### src/rtl/awg_seq_ctrl.sv
// awg_seq_ctrl: command-driven configuration sequencer for the two-channel
// signal generator. A valid/ready command port loads a shadow copy of the
// command; every generator-facing output is updated on one commit edge so the
// generator never sees a partially applied configuration. An automatic
// frequency-code sweep steps state_freq every DWELL_CYCLES clocks.
//
// Optional feature macro: SWEEP_PINGPONG_EN
//   defined   - sweep bounces lo..hi..lo (endpoints held one dwell each)
//   undefined - sweep wraps hi -> lo; no direction register exists
//
// Ports:
//   clk, rst_n            clock, asynchronous active-low reset
//   cmd_valid/cmd_ready   command handshake
//   cmd_op[2:0]           opcode
//   cmd_arg[11:0]         opcode argument
//   state[2:0]            wave select (7 = off)
//   state_freq[11:0]      frequency code, [11:4] tied to 0
//   state_amp[3:0]        amplitude code
//   state_phase[7:0]      channel-B phase code
//   sweep_active          sweep running
//   err                   one-cycle pulse on a rejected command
module awg_seq_ctrl #(
  parameter int unsigned DWELL_W      = 32,
  parameter int unsigned DWELL_CYCLES = 50_000_000
) (
  input  logic        clk,
  input  logic        rst_n,
  input  logic        cmd_valid,
  output logic        cmd_ready,
  input  logic [2:0]  cmd_op,
  input  logic [11:0] cmd_arg,
  output logic [2:0]  state,
  output logic [11:0] state_freq,
  output logic [3:0]  state_amp,
  output logic [7:0]  state_phase,
  output logic        sweep_active,
  output logic        err
);

  localparam logic [0:0] ST_IDLE   = 1'b0;
  localparam logic [0:0] ST_COMMIT = 1'b1;

  localparam logic [2:0] OP_SET_WAVE  = 3'd0;
  localparam logic [2:0] OP_SET_FREQ  = 3'd1;
  localparam logic [2:0] OP_SET_AMP   = 3'd2;
  localparam logic [2:0] OP_SET_PHASE = 3'd3;
  localparam logic [2:0] OP_SWEEP     = 3'd4;
  localparam logic [2:0] OP_STOP      = 3'd5;
  localparam logic [2:0] OP_MUTE      = 3'd6;
  localparam logic [2:0] OP_UNMUTE    = 3'd7;

  localparam logic [2:0] WAVE_OFF = 3'd7;
  localparam logic [DWELL_W-1:0] DWELL_LAST = DWELL_W'(DWELL_CYCLES - 1);

  // Registered state
  logic [0:0]         fsm_q, fsm_d;
  logic [2:0]         op_q;
  logic [7:0]         arg_q;
  logic [2:0]         saved_q, saved_d;
  logic [3:0]         freq_q, freq_d;
  logic [3:0]         lo_q, lo_d, hi_q, hi_d;
  logic [DWELL_W-1:0] cnt_q, cnt_d;
  logic [2:0]         state_d;
  logic [3:0]         amp_d;
  logic [7:0]         phase_d;
  logic               active_d, err_d;
`ifdef SWEEP_PINGPONG_EN
  logic               down_q, down_d;
`endif

  // Argument bits [11:8] carry no meaning for any opcode
  logic unused_arg_c;
  assign unused_arg_c = ^cmd_arg[11:8];

  // Argument field decode from the shadow copy
  logic [2:0] wave_arg_c;
  logic [3:0] lo_arg_c, hi_arg_c;
  logic       freq_ok_c, sweep_ok_c, commit_c, halt_c;

  assign wave_arg_c = arg_q[2:0];
  assign lo_arg_c   = arg_q[3:0];
  assign hi_arg_c   = arg_q[7:4];
  assign freq_ok_c  = (lo_arg_c >= 4'd1) && (lo_arg_c <= 4'd6);
  assign sweep_ok_c = (lo_arg_c >= 4'd1) && (lo_arg_c < hi_arg_c) && (hi_arg_c <= 4'd6);
  assign commit_c   = (fsm_q == ST_COMMIT);
  // Legal commands that own state_freq override a coincident sweep step
  assign halt_c     = commit_c && (((op_q == OP_SET_FREQ) && freq_ok_c) ||
                                   ((op_q == OP_SWEEP) && sweep_ok_c) ||
                                   (op_q == OP_STOP));

  assign state_freq = {8'd0, freq_q};

  // Next-state logic: command FSM, sweep stepping, then command commit
  always_comb begin
    fsm_d    = fsm_q;
    saved_d  = saved_q;
    freq_d   = freq_q;
    lo_d     = lo_q;
    hi_d     = hi_q;
    cnt_d    = cnt_q;
    state_d  = state;
    amp_d    = state_amp;
    phase_d  = state_phase;
    active_d = sweep_active;
    err_d    = 1'b0;
`ifdef SWEEP_PINGPONG_EN
    down_d   = down_q;
`endif

    case (fsm_q)
      ST_IDLE:   if (cmd_valid) fsm_d = ST_COMMIT;
      ST_COMMIT: fsm_d = ST_IDLE;
      default:   fsm_d = ST_IDLE;
    endcase

    if (sweep_active && !halt_c) begin
      if (cnt_q == DWELL_LAST) begin
        cnt_d = '0;
`ifdef SWEEP_PINGPONG_EN
        if (!down_q) begin
          if (freq_q == hi_q) begin
            down_d = 1'b1;
            freq_d = freq_q - 4'd1;
          end else begin
            freq_d = freq_q + 4'd1;
          end
        end else begin
          if (freq_q == lo_q) begin
            down_d = 1'b0;
            freq_d = freq_q + 4'd1;
          end else begin
            freq_d = freq_q - 4'd1;
          end
        end
`else
        freq_d = (freq_q == hi_q) ? lo_q : freq_q + 4'd1;
`endif
      end else begin
        cnt_d = cnt_q + DWELL_W'(1);
      end
    end

    if (commit_c) begin
      case (op_q)
        OP_SET_WAVE: begin
          if ((wave_arg_c == 3'd5) || (wave_arg_c == 3'd6)) begin
            err_d = 1'b1;
          end else begin
            state_d = wave_arg_c;
            if (wave_arg_c != WAVE_OFF) saved_d = wave_arg_c;
          end
        end
        OP_SET_FREQ: begin
          if (freq_ok_c) begin
            freq_d   = lo_arg_c;
            active_d = 1'b0;
          end else begin
            err_d = 1'b1;
          end
        end
        OP_SET_AMP:   amp_d   = arg_q[3:0];
        OP_SET_PHASE: phase_d = arg_q;
        OP_SWEEP: begin
          if (sweep_ok_c) begin
            freq_d   = lo_arg_c;
            lo_d     = lo_arg_c;
            hi_d     = hi_arg_c;
            cnt_d    = '0;
            active_d = 1'b1;
`ifdef SWEEP_PINGPONG_EN
            down_d   = 1'b0;
`endif
          end else begin
            err_d = 1'b1;
          end
        end
        OP_STOP: begin
          active_d = 1'b0;
          freq_d   = freq_q;
        end
        OP_MUTE:   state_d = WAVE_OFF;
        OP_UNMUTE: state_d = saved_q;
        default:   ;
      endcase
    end
  end

  // State and output registers
  always_ff @(posedge clk or negedge rst_n) begin
    if (!rst_n) begin
      fsm_q        <= ST_IDLE;
      op_q         <= 3'd0;
      arg_q        <= 8'd0;
      saved_q      <= 3'd0;
      freq_q       <= 4'd1;
      lo_q         <= 4'd1;
      hi_q         <= 4'd1;
      cnt_q        <= '0;
      state        <= WAVE_OFF;
      state_amp    <= 4'd0;
      state_phase  <= 8'd0;
      sweep_active <= 1'b0;
      err          <= 1'b0;
      cmd_ready    <= 1'b1;
`ifdef SWEEP_PINGPONG_EN
      down_q       <= 1'b0;
`endif
    end else begin
      fsm_q        <= fsm_d;
      if (cmd_valid && cmd_ready) begin
        op_q  <= cmd_op;
        arg_q <= cmd_arg[7:0];
      end
      saved_q      <= saved_d;
      freq_q       <= freq_d;
      lo_q         <= lo_d;
      hi_q         <= hi_d;
      cnt_q        <= cnt_d;
      state        <= state_d;
      state_amp    <= amp_d;
      state_phase  <= phase_d;
      sweep_active <= active_d;
      err          <= err_d;
      cmd_ready    <= (fsm_d == ST_IDLE);
`ifdef SWEEP_PINGPONG_EN
      down_q       <= down_d;
`endif
    end
  end

endmodule
### config.mk
export PLATFORM = sky130hd
export DESIGN_NAME = awg_seq_ctrl
export DESIGN_NICKNAME = d
export VERILOG_FILES = /design/src/rtl/awg_seq_ctrl.sv
export SDC_FILE = /design/constraint.sdc
export NUM_CORES = 1
export LEC_CHECK = 0
export BUFFER_PORTS_ARGS = -buffer_cell sky130_fd_sc_hd__buf_2
export CELL_PAD_IN_SITES_DETAIL_PLACEMENT = 1
export CELL_PAD_IN_SITES_GLOBAL_PLACEMENT = 1
export CORE_MARGIN = 2
export CORE_UTILIZATION = 40
export DETAILED_ROUTE_END_ITERATION = 8
export PLACE_DENSITY = 0.75
export SETUP_SLACK_MARGIN = 0.05
export SLEW_MARGIN = 20
export SYNTH_ARGS = -nofsm -noshare
export SYNTH_HDL_FRONTEND = slang
export SYNTH_SLANG_ARGS = --single-unit
### constraint.sdc
create_clock -name clk -period 3.23 [get_ports clk]
set_clock_uncertainty 0.05 [all_clocks]
set_input_delay 0.646 -clock clk [delete_from_list [all_inputs] [get_ports clk]]
set_output_delay 0.646 -clock clk [all_outputs]
set_load 0.01 [all_outputs]
Yosys cells after proc, flatten, opt, wreduce, memory -nomap -nowiden
Cells that the tools add are included.
- reductions and logical operators: 21
- eq/ne operators: 16
- order comparisons: 4
- add/subtract/negate cells: 2
- multiplexer cells: 24
- bitwise operators: 3
- operator list (operator ; count):
    32-bit two-way mux ; 5
    32-bit by 1-bit adder with 32-bit output, second input constant ; 1
    32-bit by 26-bit == test with 1-bit output, second input constant ; 1
    4-bit two-way mux ; 6
    3-bit == test, second input constant ; 6
    4-bit case mux with 3 select lines ; 1
    3-bit case mux with 3 select lines ; 1
    4-bit by 3-bit less-or-equal comparator with 1-bit output, second input constant ; 2
    1-bit logical AND ; 8
    2-bit inequality test, second input constant ; 4
    4-bit AND reduction ; 2
    1-bit two-way mux ; 7
    3-bit by 2-bit == test with 1-bit output, second input constant ; 2
    1-bit case mux with 3 select lines ; 2
    3-bit AND reduction ; 2
    3-bit nonzero test ; 2
    4-bit by 1-bit adder with 4-bit output, second input constant ; 1
    4-bit == test ; 1
    4-bit by 1-bit >= comparator with 1-bit output, second input constant ; 1
    4-bit less-than comparator ; 1
    2-bit AND reduction ; 2
    3-bit by 1-bit == test with 1-bit output, second input constant ; 1
    3-bit logical NOT ; 1
    1-bit logical OR ; 3
    other kinds (5) ; 7
- output and inout bits: 30
- input port bits: 18
- logic and storage cells: 84
- bits in registers: 77

Longest topological paths before layout
- word-level depth: 13
- gate-level depth with buffers: 10

Least setup slack after synthesis
OpenSTA, ideal clock, no wires.
- kind: reg2reg
- start point: reg arg_q[3]
- end point: reg freq_q[3]
- stages on the path, launching flop included: 10
- path buffers: 2
- arrival time: 2.129 ns
- data required time: 3.051 ns
- setup slack: 0.922 ns
- cell sequence: dfrtp_1 -> ha_1 -> a311o_1 -> nor4_1 -> o21ai_1 -> buf_4 -> and3_1 -> clkbuf_2 -> o32ai_1 -> a21oi_1
- word-level cells in the longest chain between the ends: 13
- elaborated cells on any way between the ends: 18
- RTL lines (element ; line ; text):
    start, declared ; 58 ; logic [7:0] arg_q;
    start signal, assigned ; 212 ; arg_q <= cmd_arg[7:0];
    4-bit by 1-bit >= comparator with 1-bit output / 4-bit less-than comparator (equally long branches) ; 83, 84 ;
    1-bit logical AND (2 in a row) ; 84 ; assign sweep_ok_c = (lo_arg_c >= 4'd1) && (lo_arg_c < hi_arg_c) && (hi_arg_c <= 4'd6);
    1-bit logical AND ; 88 ; ((op_q == OP_SWEEP) && sweep_ok_c) ||
    1-bit logical OR ; 87 ; assign halt_c = commit_c && (((op_q == OP_SET_FREQ) && freq_ok_c) ||
    1-bit logical OR ; 88 ;
    1-bit logical AND ; 87 ;
    1-bit logical NOT ; 116 ; if (sweep_active && !halt_c) begin
    1-bit logical AND ; 116 ;
    4-bit two-way mux ; 116 ;
    4-bit two-way mux, on equally long branches ; 164, 154 ;
    4-bit case mux with 3 select lines ; 144 ; case (op_q)
    4-bit two-way mux (*) ; 143 ; if (commit_c) begin
    end signal, assigned ; 215 ; freq_q <= freq_d;
    end, declared ; 60 ; logic [3:0] freq_q, freq_d;
Mark *: on every way between the ends. The rest lies on a longest branch, timed or not.
A chain may end at the register's enable or synchronous reset.

Final worst setup path
Ends and elaborated chain as after synthesis.

==> flow_summary.toml <==
[clocking]
cts-resized-gates = 0
clock_latency_ns = 0.36
cts_root_buf = "clkbuf_8"
cts_setup_buffers = 0
cts.sinks = 77
clk_pin_slew_ns = 0.09
postCtsHoldBufs = 0
cts_made_buffers = 9
cts_tree = "yes"
cts_max_path_buffers = 2
htree_levels = 3

[die]
start_util_pct = 41.4
die_x_um = 105
die_h_um = 105
rows = 36
coreArea_um2 = 9820
fp.dieArea_um2 = 11000
pin_count = 48

[logic_synthesis]
synth-main-ff-cell = "dfrtp_1"
syn_area_per_cell_um2 = 9.75
ys.warnings.count = 0
synthCells = 417
synth_edf_count = 0
synthesis.area_um2 = 4060
async_flop_share_pct = 100
yosysSeqAreaShare_pct = 47.6
yosysUniqueCellTypes = 56
ys_ff_latch = 77

[grt]
grt-ovfl-total = 0
grt_first_pass_wirelength_mm = 16.9
grt_max_degree = 78
grt_pass1_vias = 3401
grtUsageTotal_pct = 19.0
antenna_found_initial = 0

[drt]
drt-total-wl_mm = 9.86
drt-met1-wl_mm = 4.41
dr_wl_met3_um = 292
ant_nets = 0
wl_met2_mm = 4.98
drc_errors = 0
avgViaCountPerCell = 5.51
wire_per_inst_um = 16.8
top_layer_used = "met4"
vias = 3240
firstDrtPassIters = 4
drtIter0Drc = 80

[sta]
finalSetupViolations = 0
worstMarginPinSlew_ns = 0.638
final.setup.tns_ns = 0
fin_ws_ns = 0.497
fmax_mhz = 366
period_share_pct = 84.6
slew_headroom_pct = 57.2
post-route-min-period_ns = 2.73
hold_viol = 0
grt_setup_unrepaired = "false"
drv_slew = 0

[critical_path]
startpoint_type = "register"
critical_path_class = "register to register"
crit_required_ns = 3.42
r2r_setup_slack_ns = 0.50
end_kind = "register"
worstPathMaxFanout = 15
r2r_start = "arg_q[3]$_DFFE_PN0P_"
r2r_end = "freq_q[3]$_DFFE_PN0P_"
worstRegToRegCells = 8
arrival_ns = 2.92
crit_path_start = "arg_q[3]$_DFFE_PN0P_"

[layout]
drive_gt1_share_pct = 20.9
syn_to_final_growth_pct = 13.1
nets = 473
post-route-util_pct = 46.8
n_antenna_cell = 0

[power_and_ir_drop]
cellPowerDensity_nw_per_um2 = 692
total_power_mw = 3.18
ir_worst_vdd_v = 0.000252
leakage_nw = 2.00

[flow_run]
cap_violations = 0

[run_status]
outcome = "finished, final reports clean"

[placement]
routabilityCongestion = 0.852
pre_cts_ws_ns = 0.497
io_buffer_count = 35
hpwl_mm = 6.87

[worst_hold_path]
hold_path.class = "primary input to asynchronous set/reset pin"
==> flip-flops by register name, summed over array words and instances, names as in the netlist <==
name,count
state,3
cmd_ready,1
err,1
state_phase,8
state_amp,4
op_q,3
sweep_active,1
saved_q,3
freq_q,4
commit_c,1
arg_q,8
lo_q,4
cnt_q,32
hi_q,4
==> worst max path at each step <==
stage                                        to  cells after the start  slack (ns)
after floorplan           freq_q[3]$_DFFE_PN0P_                      9        0.92
after global placement    freq_q[3]$_DFFE_PN0P_                      8        0.57
after detailed placement  freq_q[3]$_DFFE_PN0P_                      8        0.50
after CTS                 freq_q[3]$_DFFE_PN0P_                      8        0.48
after global routing        cnt_q[18]$_DFF_PN0_                      6        0.30
final                     freq_q[3]$_DFFE_PN0P_                      8        0.50
==> through the flow <==
step | instances | instance area, um^2 | hold slack [ns]
global route | 588 | 4590 | 0.241
finish | 588 | 4590 | 0.216
global placement | 571 | 4320 | 0.398
detailed placement | 571 | 4320 | 0.408
CTS | 587 | 4570 | 0.385
floorplan | 424 | 4090 | 0.300
==> final cells by class <==
cell class	count	area (um^2)
fill	1139	5230
sequential	77	1940
multi-input combinational	306	1940
timing repair buffer	44	258
tap	133	166
clock buffer	10	138
clock inverter	6	116
inverter	12	45.0
==> critical path, stage by stage, from the launching register on <==
cell	delay [ns]
dfrtp_1	0.45
ha_1	0.23
a311o_1	0.34
nor4_1	0.35
o21ai_1	0.32
buf_4	0.29
and3_1	0.24
o32ai_1	0.28
a21oi_1	0.06
==> cells in the final DEF, fill, tap and decap left out, types with 6 or more instances in the layout <==
master | Yosys | routed
or4_1 | 6 | 6
inv_1 | 12 | 12
nor4_1 | 15 | 15
nand4_1 | 10 | 10
o21ai_0 | 24 | 24
nor2_1 | 36 | 36
nand3_1 | 21 | 21
xor2_1 | 9 | 9
conb_1 | 1 | 8
mux2_2 | 18 | 18
nor3_1 | 13 | 13
xnor2_1 | 18 | 18
buf_4 | 10 | 9
nand2_1 | 35 | 35
dfrtp_1 | 70 | 70
a21oi_1 | 20 | 20
dfstp_2 | 7 | 7
buf_2 | 3 | 34
and3_1 | 7 | 7
clkbuf_8 | 0 | 10
==> report_power, final <==
group	switching (mW)	leakage, nW	internal, mW	total [mW]
registers	0.209	0.983	1.22	1.42
clock network	0.384	0.128	0.543	0.926
logic	0.449	0.886	0.378	0.827
==> Yosys cell counts (all sizes together), types with 11 or more instances <==
library cell,number,area [um^2]
clkbuf,13,50.0
nor4,15,93.8
nand3,21,105
dfrtp,70,1750
inv,12,45.0
nor2,36,135
nor3,13,65.1
o21ai,25,125
mux2,18,203
a21oi,21,116
buf,16,124
nand4,11,83.8
xnor2,18,158
nand2,36,138
==> per-layer routing <==
layer	vias to the layer above	global-route usage (%)
li1	1534	-
met1	1645	24.0
met2	48	31.8
met3	13	4.99
met4	0	6.19
met5	-	0
==> logic make-up (layout without fill, tap and decap cells) <==
| family | Yosys count | in the layout | synth area share (%) |
|---|---|---|---|
| other cells | 1 | 8 | 0.0923 |
| fa+ha+maj | 5 | 5 | 1.54 |
| simple gates | 179 | 179 | 23.8 |
| mux | 20 | 20 | 5.48 |
| flops | 77 | 77 | 47.6 |
| xor+xnor | 27 | 27 | 5.82 |
| compound gates | 67 | 67 | 10.3 |
| buf+inv | 41 | 72 | 5.39 |
No activity file was read; power rests on OpenSTA's default activity.
